[src/rtl/uart_rx_if.sv]
// Bundles the UART receiver's serial input, frame configuration and received-data outputs.
// The master side drives the line and configuration; the slave side is the receiver.
interface uart_rx_if #(
  parameter int DATA_LEN   = 8,
  parameter int PRESCALE_W = 6
);
  logic                  RX_IN;
  logic [PRESCALE_W-1:0] PRESCALE;
  logic                  PAR_EN;
  logic                  PAR_TYP;
  logic [DATA_LEN-1:0]   P_DATA;
  logic                  Data_Valid;
  logic                  Par_Err;
  logic                  Stp_Err;

  modport master (
    output RX_IN, PRESCALE, PAR_EN, PAR_TYP,
    input  P_DATA, Data_Valid, Par_Err, Stp_Err
  );

  modport slave (
    input  RX_IN, PRESCALE, PAR_EN, PAR_TYP,
    output P_DATA, Data_Valid, Par_Err, Stp_Err
  );
endinterface

[src/rtl/uart_rx.sv]
// Oversampling UART receiver: 3-sample majority per bit, start-glitch rejection, optional parity, stop check.
// Optional feature macro UART_RX_SYNC_EN inserts a 2-FF synchronizer on RX_IN (adds 2 clocks of latency).
module uart_rx #(
  parameter int DATA_LEN   = 8,
  parameter int PRESCALE_W = 6
) (
  input  logic     CLK,
  input  logic     RST,
  uart_rx_if.slave bus
);

  localparam int BW = (DATA_LEN > 1) ? $clog2(DATA_LEN) : 1;

  typedef enum logic [2:0] {
    IDLE,
    START,
    DATA,
    PARITY,
    STOP
  } state_t;

  logic rx;

`ifdef UART_RX_SYNC_EN
  logic sync1_q, sync2_q;

  always_ff @(posedge CLK or negedge RST) begin
    if (!RST) begin
      sync1_q <= 1'b1;
      sync2_q <= 1'b1;
    end else begin
      sync1_q <= bus.RX_IN;
      sync2_q <= sync1_q;
    end
  end

  assign rx = sync2_q;
`else
  assign rx = bus.RX_IN;
`endif

  state_t                state_q, state_d;
  logic [PRESCALE_W-1:0] edge_q, edge_d;
  logic [BW-1:0]         bit_q, bit_d;
  logic [PRESCALE_W-1:0] prescale_q, prescale_d;
  logic                  par_en_q, par_en_d;
  logic                  par_typ_q, par_typ_d;
  logic                  s0_q, s0_d;
  logic                  s1_q, s1_d;
  logic [DATA_LEN-1:0]   shift_q, shift_d;
  logic                  par_int_q, par_int_d;
  logic                  done_q, done_d;
  logic                  stop_q, stop_d;
  logic [DATA_LEN-1:0]   p_data_q, p_data_d;
  logic                  dv_q, dv_d;
  logic                  perr_q, perr_d;
  logic                  serr_q, serr_d;

  logic [PRESCALE_W-1:0] half, pm1, samp0, samp2;
  logic                  at_samp0, at_samp1, at_dec, at_end;
  logic                  bit_val, exp_par;

  always_ff @(posedge CLK or negedge RST) begin
    if (!RST) begin
      state_q    <= IDLE;
      edge_q     <= '0;
      bit_q      <= '0;
      prescale_q <= '0;
      par_en_q   <= 1'b0;
      par_typ_q  <= 1'b0;
      s0_q       <= 1'b0;
      s1_q       <= 1'b0;
      shift_q    <= '0;
      par_int_q  <= 1'b0;
      done_q     <= 1'b0;
      stop_q     <= 1'b0;
      p_data_q   <= '0;
      dv_q       <= 1'b0;
      perr_q     <= 1'b0;
      serr_q     <= 1'b0;
    end else begin
      state_q    <= state_d;
      edge_q     <= edge_d;
      bit_q      <= bit_d;
      prescale_q <= prescale_d;
      par_en_q   <= par_en_d;
      par_typ_q  <= par_typ_d;
      s0_q       <= s0_d;
      s1_q       <= s1_d;
      shift_q    <= shift_d;
      par_int_q  <= par_int_d;
      done_q     <= done_d;
      stop_q     <= stop_d;
      p_data_q   <= p_data_d;
      dv_q       <= dv_d;
      perr_q     <= perr_d;
      serr_q     <= serr_d;
    end
  end

  // Sample points are derived from the prescale latched at frame start.
  always_comb begin
    half     = prescale_q >> 1;
    pm1      = prescale_q - PRESCALE_W'(1);
    samp0    = half - PRESCALE_W'(1);
    samp2    = half + PRESCALE_W'(1);
    at_samp0 = (edge_q == samp0);
    at_samp1 = (edge_q == half);
    at_dec   = (edge_q == samp2);
    at_end   = (edge_q == pm1);
    bit_val  = (s0_q & s1_q) | (s0_q & rx) | (s1_q & rx);
    exp_par  = (^shift_q) ^ ~par_typ_q;
  end

  always_comb begin
    state_d    = state_q;
    edge_d     = at_end ? '0 : edge_q + PRESCALE_W'(1);
    bit_d      = bit_q;
    prescale_d = prescale_q;
    par_en_d   = par_en_q;
    par_typ_d  = par_typ_q;
    s0_d       = at_samp0 ? rx : s0_q;
    s1_d       = at_samp1 ? rx : s1_q;
    shift_d    = shift_q;
    par_int_d  = par_int_q;
    done_d     = 1'b0;
    stop_d     = stop_q;

    case (state_q)
      IDLE: begin
        edge_d = '0;
        bit_d  = '0;
        if (!rx) begin
          // The cycle that sees the falling edge is edge 0 of the start bit.
          state_d    = START;
          edge_d     = PRESCALE_W'(1);
          prescale_d = bus.PRESCALE;
          par_en_d   = bus.PAR_EN;
          par_typ_d  = bus.PAR_TYP;
          par_int_d  = 1'b0;
        end
      end
      START: begin
        if (at_dec && bit_val) begin
          state_d = IDLE;
          edge_d  = '0;
        end else if (at_end) begin
          state_d = DATA;
        end
      end
      DATA: begin
        if (at_dec) begin
          shift_d[bit_q] = bit_val;
        end
        if (at_end) begin
          if (bit_q == BW'(DATA_LEN - 1)) begin
            bit_d   = '0;
            state_d = par_en_q ? PARITY : STOP;
          end else begin
            bit_d = bit_q + BW'(1);
          end
        end
      end
      PARITY: begin
        if (at_dec) begin
          par_int_d = (bit_val != exp_par);
        end
        if (at_end) begin
          state_d = STOP;
        end
      end
      STOP: begin
        // Leave half a bit early so a back-to-back start bit is caught; the
        // end-of-bit exit only matters for unsupported prescale values.
        if (at_dec || at_end) begin
          state_d = IDLE;
          edge_d  = '0;
        end
        if (at_dec) begin
          done_d = 1'b1;
          stop_d = bit_val;
        end
      end
      default: begin
        state_d = IDLE;
        edge_d  = '0;
      end
    endcase
  end

  always_comb begin
    dv_d     = done_q & stop_q & ~par_int_q;
    perr_d   = done_q & par_int_q;
    serr_d   = done_q & ~stop_q;
    p_data_d = dv_d ? shift_q : p_data_q;
  end

  assign bus.P_DATA     = p_data_q;
  assign bus.Data_Valid = dv_q;
  assign bus.Par_Err    = perr_q;
  assign bus.Stp_Err    = serr_q;

endmodule

[src/flat_wrapper.sv]
// flat-port wrapper written by rule: the top's interface ports become plain ports
module uart_rx_flat 
#(
  parameter int DATA_LEN   = 8,
  parameter int PRESCALE_W = 6
)
  (CLK, RST, bus_RX_IN, bus_PRESCALE, bus_PAR_EN, bus_PAR_TYP, bus_P_DATA, bus_Data_Valid, bus_Par_Err, bus_Stp_Err);
  uart_rx_if #(.DATA_LEN(DATA_LEN), .PRESCALE_W(PRESCALE_W)) bus_i ();
  input  logic CLK;
  input  logic RST;
  input wire logic [$bits(bus_i.RX_IN)-1:0] bus_RX_IN;
  input wire logic [$bits(bus_i.PRESCALE)-1:0] bus_PRESCALE;
  input wire logic [$bits(bus_i.PAR_EN)-1:0] bus_PAR_EN;
  input wire logic [$bits(bus_i.PAR_TYP)-1:0] bus_PAR_TYP;
  output wire logic [$bits(bus_i.P_DATA)-1:0] bus_P_DATA;
  output wire logic [$bits(bus_i.Data_Valid)-1:0] bus_Data_Valid;
  output wire logic [$bits(bus_i.Par_Err)-1:0] bus_Par_Err;
  output wire logic [$bits(bus_i.Stp_Err)-1:0] bus_Stp_Err;
  assign bus_i.RX_IN = bus_RX_IN;
  assign bus_i.PRESCALE = bus_PRESCALE;
  assign bus_i.PAR_EN = bus_PAR_EN;
  assign bus_i.PAR_TYP = bus_PAR_TYP;
  assign bus_P_DATA = bus_i.P_DATA;
  assign bus_Data_Valid = bus_i.Data_Valid;
  assign bus_Par_Err = bus_i.Par_Err;
  assign bus_Stp_Err = bus_i.Stp_Err;
  uart_rx #(.DATA_LEN(DATA_LEN), .PRESCALE_W(PRESCALE_W)) u_core (.CLK(CLK), .RST(RST), .bus(bus_i));
endmodule
[config.mk]
export PLATFORM = sky130hd
export DESIGN_NAME = uart_rx_flat
export DESIGN_NICKNAME = d
export VERILOG_FILES = /design/src/rtl/uart_rx_if.sv /design/src/rtl/uart_rx.sv /design/src/flat_wrapper.sv
export SDC_FILE = /design/constraint.sdc
export NUM_CORES = 1
export LEC_CHECK = 0
export CELL_PAD_IN_SITES_DETAIL_PLACEMENT = 2
export CELL_PAD_IN_SITES_GLOBAL_PLACEMENT = 2
export CORE_MARGIN = 4
export CORE_UTILIZATION = 37
export CTS_CLUSTER_DIAMETER = 200
export DETAILED_ROUTE_END_ITERATION = 7
export GPL_TIMING_DRIVEN = 0
export PLACE_DENSITY_LB_ADDON = 0.1
export SLEW_MARGIN = 20
export SYNTH_ARGS = -nofsm -noshare
export SYNTH_HDL_FRONTEND = slang
export SYNTH_SLANG_ARGS = --single-unit
[constraint.sdc]
create_clock -name CLK -period 2.8 [get_ports CLK]
set_input_delay 0.84 -clock CLK [delete_from_list [all_inputs] [get_ports CLK]]
set_output_delay 0.84 -clock CLK [all_outputs]
set_load 0.01 [all_outputs]
==> metrics.md, run 1 <==
| Metric | Value |
|---|---|
| CP Data Required Time | `2.98 ns` |
| Vias per std cell | `5.377` |
| Multiplexer share of the synthesized area | `7.143%` |
| R2R setup slack | `0.07 ns` |
| Clock transition time at the flip-flop clock pins of the worst setup and hold paths | `0.09 ns` |
| Unrepaired setup endpoints after global routing | `yes` |
| Utilization after layout | `46.93%` |
| Initial Util | `38.84%` |
| Leakage | `1.317 nW` |
| Worst-case clock skew | `0.01192 ns` |
| Residual antenna-violating net count after detailed routing | `0` |
| Count of vias placed by the detailed router | `1,952` |
| Max-capacitance violation count | `0` |
| Commonest cells after routing, fill and taps aside | `sky130_fd_sc_hd__dfrtp_1 (42), sky130_fd_sc_hd__nand2_1 (38), sky130_fd_sc_hd__xnor2_1 (21)` |
| Num rows | `29` |
| Sort of element at the end of the critical path | `flip-flop` |
| Largest net degree at the start of global routing | `27` |
| Maximum VDD drop | `451.8 uV` |
| Sum of overflow across all layers after global routing | `0` |
| Worst EP arrival | `2.91 ns` |
| Number of hold buffers added after cts | `0` |
| EDFF count, synth | `0` |
| Port Buf Inserts | `21` |
| Max Root-Sink Buffers | `2` |
| Minimum setup slack in the final design | `0.07279 ns` |
| Complex-gate fraction of the synthesized area | `9.772%` |
| Cell area power density | `1061 nW/um^2` |
| Growth of design area from synthesis to finish | `20.83%` |
| Tcrit/Tclk final | `97.40%` |
| Relative slew margins | `35.78%` |
| Final hold vios | `0` |
| Drc violations | `0` |
| Achievable clock frequency | `0.3667 GHz` |
| Antenna violations before repair | `0` |
| Internal power summed over all cells | `1.891 mW` |
| Die span in x | `90.57 um` |
| Vias in the first global route | `2,179` |
| Syn. warnings | `0` |
| Initial DRC Count | `50` |
| Async set-or-reset flop fraction in the synthesized netlist | `100.0%` |
| Final total negative setup slack | `0 ns` |
| Num ports | `22` |
| Critical path class | `reg2reg` |
| CTS tree | `built` |
| Dominant combinational cell family by area after synthesis | `simple AND/OR/NAND/NOR gates` |
| Area share of fa/ha/maj cells after synthesis | `3.869%` |
| Cell at the root of the clock tree | `sky130_fd_sc_hd__clkbuf_8` |
| Routability congestion estimate from global placement | `0.8276` |
| Count of endpoints failing setup in the final report | `0` |
| Number of clock buffers inserted by TritonCTS | `5` |
| Most frequent standard cell in the layout excluding fill and tap cells | `sky130_fd_sc_hd__dfrtp_1` |
| Total routing usage reported by global routing | `17.51%` |
| Critical-path maximum fanout | `8` |
| Area inside the core boundary | `6495 um^2` |
| Fin cells | `363` |
| H-tree lvl count | `2` |
| Iteration count of the initial detailed-routing pass | `4` |
| Outcome | `complete, no violations` |
| Portion of total power attributed to sequential cells | `28.9%` |
| Net count, final | `304` |
| Min-delay worst type | `in2async` |
| Simple-gate portion of the synthesized area | `22.37%` |
| Mean Syn Cell Area | `10.09 um^2` |
| Register bit count reported by yosys | `44` |
| Startpoint type of the worst setup path | `flip-flop` |
| Post-Place Setup Slack | `-0.1767 ns` |
| Total standard cell area after synthesis | `2522 um^2` |
| HPWL Detailed | `5025 um` |
| CTS sink cnt | `44` |
| Most used flip-flop cell after synthesis | `sky130_fd_sc_hd__dfrtp_1` |
| Sequential fraction of the synthesis area | `43.65%` |
| Count of inserted antenna diode cells | `0` |
| Period minus WS final | `2.727 ns` |
| Total Die Area | `8202 um^2` |
| Share of power burned in the clock network | `17.7%` |
| WL/cell | `18.60 um` |
| Switching pwr | `1.342 mW` |
| Total nets after synthesis | `268` |
| Pin slew with the least headroom to its limit | `0.9560 ns` |
| Placed cell count | `349` |
| Clock network latency to the later pin of the worst-skew pair | `0.30 ns` |
| Max-slew violations | `0` |
| Wire length of the first global-routing pass | `11,530 um` |
| Routed wire length | `6751 um` |
| Unique cell type count in the Yosys netlist | `50` |
| Post-Syn Instances | `250` |
| Share of total power in combinational logic | `53.4%` |
| Fraction of final layout cells sized beyond drive strength 1 | `15.03%` |
| Xor and xnor fraction of the mapped netlist area | `10.07%` |
| Fraction of power spent switching nets | `41.52%` |
| Die span in y | `90.57 um` |
[registers in the layout, summed over array words and instances (netlist names)]
signal                 cells
u_core.state_q             3
u_core.done_q              1
u_core.shift_q             8
u_core.stop_q              1
u_core.s1_q                1
u_core.par_typ_q           1
u_core.par_int_q           1
u_core.bit_q               3
u_core.prescale_q          6
u_core.bus.Data_Valid      1
u_core.s0_q                1
u_core.bus.P_DATA          8
u_core.bus.Stp_Err         1
u_core.edge_q              6
u_core.par_en_q            1
u_core.bus.Par_Err         1
[metrics by stage]
stage	instance area (um^2)	total power, mW	hold WS [ns]
2_1_floorplan	2522	2.097	0.4211
3_3_place_gp	2829	2.422	0.4554
3_5_place_dp	2844	2.485	0.4695
4_1_cts	2983	3.112	0.4900
5_1_grt	3048	3.496	0.5121
6_report	3048	3.234	0.4854
[power groups by stage]
stage	registers (mW)	logic (mW)	clock network, mW
finish	0.934	1.73	0.573
global route	0.959	1.92	0.617
CTS	0.976	1.55	0.585
detailed placement	0.982	1.50	0
global placement	0.968	1.45	0
floorplan	0.911	1.19	0
[final timing paths]
kind                       cells past startpoint                                to                             start
setup / recovery                               8     u_core.shift_q[5]$_DFFE_PN0P_  u_core.prescale_q[1]$_DFFE_PN0P_
setup reg to reg                               8     u_core.shift_q[5]$_DFFE_PN0P_  u_core.prescale_q[1]$_DFFE_PN0P_
min in group CLK                               2  u_core.bus.P_DATA[3]$_DFFE_PN0P_  u_core.bus.P_DATA[3]$_DFFE_PN0P_
hold reg to reg                                2  u_core.bus.P_DATA[3]$_DFFE_PN0P_  u_core.bus.P_DATA[3]$_DFFE_PN0P_
max in group asynchronous                      2  u_core.prescale_q[2]$_DFFE_PN0P_                               RST
hold / removal                                 1  u_core.bus.P_DATA[4]$_DFFE_PN0P_                               RST
[metal layers]
metal | track usage, % | wire length, um
met1 | 23.32 | 3195
met2 | 29.52 | 3320
met3 | 2.333 | 144
met4 | 5.102 | 90
met5 | 0 | 0
[cell usage after synthesis (all sizes together) (2+ instances only)]
master	count	area share, %
a211o	2	0.69
a21oi	8	1.7
and2	4	0.99
and3	2	0.50
and3b	2	0.69
buf	3	0.84
clkbuf	6	0.94
dfrtp	44	44
ha	7	3.5
inv	8	1.2
mux2	16	7.1
nand2	38	5.7
nand3	4	1.3
nand3b	3	0.89
nand4	4	1.6
nor2	14	2.1
nor2b	7	1.7
nor3	5	1.2
nor4	11	3.3
nor4b	3	1.0
o21a	2	0.60
o21ai	11	2.3
o2bb2ai	2	0.69
xnor2	22	7.6
xor2	7	2.4
[worst max-delay path: stages, from the launching register on]
cell and delay [ns]:
sky130_fd_sc_hd__dfrtp_2 0.41, sky130_fd_sc_hd__inv_1 0.13, sky130_fd_sc_hd__ha_1 0.28, sky130_fd_sc_hd__xnor2_2 0.27, sky130_fd_sc_hd__nand2_1 0.15, sky130_fd_sc_hd__nor4_4 0.41, sky130_fd_sc_hd__nand4_4 0.20, sky130_fd_sc_hd__nor4_1 0.38
sky130_fd_sc_hd__mux2_1 0.38
[final cells by class]
cell class              instances  area [um^2]
clock inverters                 2        60.06
multi-input cells             188         1363
clock buffers                   5        68.82
plain buffers                   9        45.04
repair buffers                 29        277.8
fillers                       687         3447
inverters                       9        33.78
well taps                      77        96.34
flip-flops and latches         44         1104
[cells by family (layout without fill, tap and decap cells)]
logic type / count (synthesis) / in the layout
simple gates: 102 / 102
flops: 44 / 44
compound gates: 33 / 33
buf+inv: 18 / 54
mux: 16 / 16
fa+ha+maj: 8 / 8
xor+xnor: 29 / 29
[repair_timing]
action                     4_1_cts  5_1_grt
setup buffers                    0        7
pin swaps                        0        2
setup endpoints to repair        8       13
gates resized for setup          3        2
No activity file was read; power rests on OpenSTA's default activity.
==> run 2, diff against run 1 <==
--- a/config.mk
+++ b/config.mk
@@ -5,7 +5,7 @@
 export SDC_FILE = /design/constraint.sdc
 export NUM_CORES = 1
 export LEC_CHECK = 0
-export CELL_PAD_IN_SITES_DETAIL_PLACEMENT = 2
+export CELL_PAD_IN_SITES_DETAIL_PLACEMENT = 1
 export CELL_PAD_IN_SITES_GLOBAL_PLACEMENT = 2
 export CORE_MARGIN = 4
 export CORE_UTILIZATION = 37
==> run 2 against run 1 <==
- non-clock buffer count decreased by 7
- combinational power decreased by 14%
- sequential power increased by 2.8%
- cell count decreased by 1.9%
- global-route usage decreased by 1.8 points
- register-to-register slack improved by 0.11 ns
- die area unchanged
- power decreased by 6.9%
- sequential share of layout area increased by 0.64 points
- clock power decreased by 1%
- cell area decreased by 1.7%
- first-iteration DRC count increased by 62%
==> metrics.md, run 2 (same netlist as run 1, synthesis figures left out) <==
| Metric | Value |
|---|---|
| Max Root-Sink Buffers | `2 (unchanged)` |
| WL/cell | `16.38 um (-12%)` |
| Total Die Area | `8202 um^2 (unchanged)` |
| Worst EP arrival | `2.80 ns (-0.11 ns)` |
| Portion of total power attributed to sequential cells | `31.9% (+3.0 points)` |
| Vias in the first global route | `1,979 (-9.2%)` |
| Cell at the root of the clock tree | `sky130_fd_sc_hd__clkbuf_8` |
| Post-Place Setup Slack | `-0.1115 ns (+0.06516 ns)` |
| Count of inserted antenna diode cells | `0 (unchanged)` |
| Total routing usage reported by global routing | `15.73% (-1.8 points)` |
| Commonest cells after routing, fill and taps aside | `sky130_fd_sc_hd__dfrtp_1 (42), sky130_fd_sc_hd__nand2_1 (38), sky130_fd_sc_hd__xnor2_1 (21)` |
| Routability congestion estimate from global placement | `0.8276 (unchanged)` |
| Final cell area excluding filler cells | `2995 um^2 (-1.7%)` |
| Worst-case clock skew | `0.006714 ns (-0.005205 ns)` |
| Outcome | `complete, no violations` |
| Standard cell area after detailed placement | `2844 um^2 (unchanged)` |
| Num ports | `22 (unchanged)` |
| Buf+Inv Stages, Crit Path | `1 (unchanged)` |
| Count of endpoints failing setup in the final report | `0 (unchanged)` |
| Die span in y | `90.57 um (unchanged)` |
| Startpoint type of the worst setup path | `flip-flop` |
| Internal power summed over all cells | `1.772 mW (-6.3%)` |
| Die span in x | `90.57 um (unchanged)` |
| Area inside the core boundary | `6495 um^2 (unchanged)` |
| Routed wire length | `5833 um (-14%)` |
| Slowest cell on the critical path | `sky130_fd_sc_hd__dfrtp_2` |
| Critical path class | `reg2reg` |
| Vias per std cell | `5.230 (-2.7%)` |
| Cell area power density | `1005 nW/um^2 (-5.3%)` |
| Achievable clock frequency | `0.3819 GHz (+4.2%)` |
| Min-delay worst type | `reg2reg` |
| Most frequent standard cell in the layout excluding fill and tap cells | `sky130_fd_sc_hd__dfrtp_1` |
| Number of hold buffers added after cts | `0 (unchanged)` |
| Share of power burned in the clock network | `18.8% (+1.1 points)` |
| Post-CTS Repair Setup Buffers | `0 (unchanged)` |
| Switching pwr | `1.239 mW (-7.7%)` |
| CP Data Required Time | `2.98 ns (about the same)` |
| Initial DRC Count | `81 (+62%)` |
| Largest net degree at the start of global routing | `27 (unchanged)` |
| Maximum VDD drop | `459.8 uV (+1.8%)` |
| Number of clock buffers inserted by TritonCTS | `5 (unchanged)` |
| Pwr Total | `3.011 mW (-6.9%)` |
| Tcrit/Tclk final | `93.51% (-3.9 points)` |
| Pin slew with the least headroom to its limit | `0.8806 ns (-0.07536 ns)` |
| Final total negative setup slack | `0 ns (unchanged)` |
| Capturing point of the worst reg2reg path | `u_core.shift_q[1]$_DFFE_PN0P_` |
| Residual antenna-violating net count after detailed routing | `0 (unchanged)` |
| Drc violations | `0 (unchanged)` |
| R2R setup slack | `0.18 ns (+0.11 ns)` |
| Fraction of final layout cells sized beyond drive strength 1 | `12.90% (-2.1 points)` |
| Reg2reg path depth | `8 (unchanged)` |
| Launch point of the worst path | `u_core.prescale_q[1]$_DFFE_PN0P_` |
| Max-slew violations | `0 (unchanged)` |
| Sequence of cells on the critical path | `inv_1 -> ha_1 -> xnor2_2 -> nand2_1 -> nor4_4 -> nand4_4 -> nor4_1 -> mux2_1` |
| Leakage | `1.282 nW (-2.6%)` |
| Antenna violations before repair | `0 (unchanged)` |
| Max-capacitance violation count | `0 (unchanged)` |
| Sum of overflow across all layers after global routing | `0 (unchanged)` |
| HPWL Detailed | `4612 um (-8.2%)` |
| Fraction of power spent switching nets | `41.16% (-0.36 points)` |
| Critical path destination | `u_core.shift_q[1]$_DFFE_PN0P_` |
| Critical-path maximum fanout | `8 (unchanged)` |
| Cell type group with the largest total delay on the critical path | `simple AND/OR/NAND/NOR gates` |
| CTS tree | `built` |
| Final hold vios | `0 (unchanged)` |
| Relative slew margins | `40.84% (+5.1 points)` |
| Num rows | `29 (unchanged)` |
| Share of total power in combinational logic | `49.3% (-4.1 points)` |
| H-tree lvl count | `2 (unchanged)` |
| Largest stage delay on the critical path | `0.47 ns (+0.06 ns)` |
| Clock transition time at the flip-flop clock pins of the worst setup and hold paths | `0.08 ns (about the same)` |
| Net count, final | `297 (-2.3%)` |
| Startpoint of the lowest-slack register-to-register path | `u_core.prescale_q[1]$_DFFE_PN0P_` |
| CTS sink cnt | `44 (unchanged)` |
| Sort of element at the end of the critical path | `flip-flop` |
| Period minus WS final | `2.618 ns (-0.1090 ns)` |
| Utilization after layout | `46.12% (-0.81 points)` |
| Count of vias placed by the detailed router | `1,862 (-4.6%)` |
| Wire length of the first global-routing pass | `10,270 um (-11%)` |
| Clock network latency to the later pin of the worst-skew pair | `0.30 ns (about the same)` |
| Initial Util | `38.84% (unchanged)` |
| Path length in cells of the critical path | `8 (unchanged)` |
| Growth of design area from synthesis to finish | `18.75%` |
| Iteration count of the initial detailed-routing pass | `4 (unchanged)` |
| Port Buf Inserts | `21 (unchanged)` |
| Minimum setup slack in the final design | `0.1818 ns (+0.1090 ns)` |
[run 2: worst min-delay path by stage]
stage,startpoint,end,cells past startpoint
floorplan,u_core.stop_q$_DFFE_PN0P_,u_core.bus.Stp_Err$_DFF_PN0_,1
global placement,u_core.stop_q$_DFFE_PN0P_,u_core.bus.Stp_Err$_DFF_PN0_,1
detailed placement,u_core.stop_q$_DFFE_PN0P_,u_core.bus.Stp_Err$_DFF_PN0_,1
CTS,u_core.stop_q$_DFFE_PN0P_,u_core.bus.Stp_Err$_DFF_PN0_,1
global route,RST,u_core.bus.P_DATA[4]$_DFFE_PN0P_,1
finish,u_core.stop_q$_DFFE_PN0P_,u_core.bus.Stp_Err$_DFF_PN0_,1
[run 2: area by class of cell]
cell class	instances	area (um^2)
plain buffers	9	45.04
clock buffers	5	68.82
clock inverters	2	60.06
fillers	738	3500
inverters	9	33.78
multi-input cells	188	1363
flip-flops and latches	44	1104
well taps	77	96.34
repair buffers	22	225.2
[run 2: power by group through the flow]
stage / Clock [mW] / Sequential [mW] / Combinational, mW
after floorplan: 0 / 0.911 / 1.19
after global placement: 0 / 0.968 / 1.45
after detailed placement: 0 / 0.972 / 1.48
after CTS: 0.589 / 0.960 / 1.50
after global routing: 0.611 / 0.987 / 1.67
final: 0.566 / 0.960 / 1.49
[run 2: worst reg2reg max path, delay by kind of cell, from the launching register on]
kind          cells  cell delay (ns)
buf+inv           1             0.13
mux               1             0.38
simple gates      4             0.94
xor+xnor          1             0.25
fa+ha+maj         1             0.35
flops             1             0.47
[run 2: what timing repair did]
item / CTS / global route
gates resized for setup: 2 / 3
endpoints found under the hold margin: 0 / 0
setup endpoints to repair: 3 / 8
[run 2: metrics by stage]
stage / instances / hold WS (ns)
6_report: 356 / 0.4701
5_1_grt: 356 / 0.5059
2_1_floorplan: 250 / 0.4211
3_3_place_gp: 348 / 0.4554
4_1_cts: 356 / 0.4831
3_5_place_dp: 349 / 0.4644
[run 2: per-layer routing]
metal,track usage [%],share of wire [%]
met3,3.417,3.3
met5,0,0
met4,4.592,1.3
met1,21.99,50
met2,24.34,45
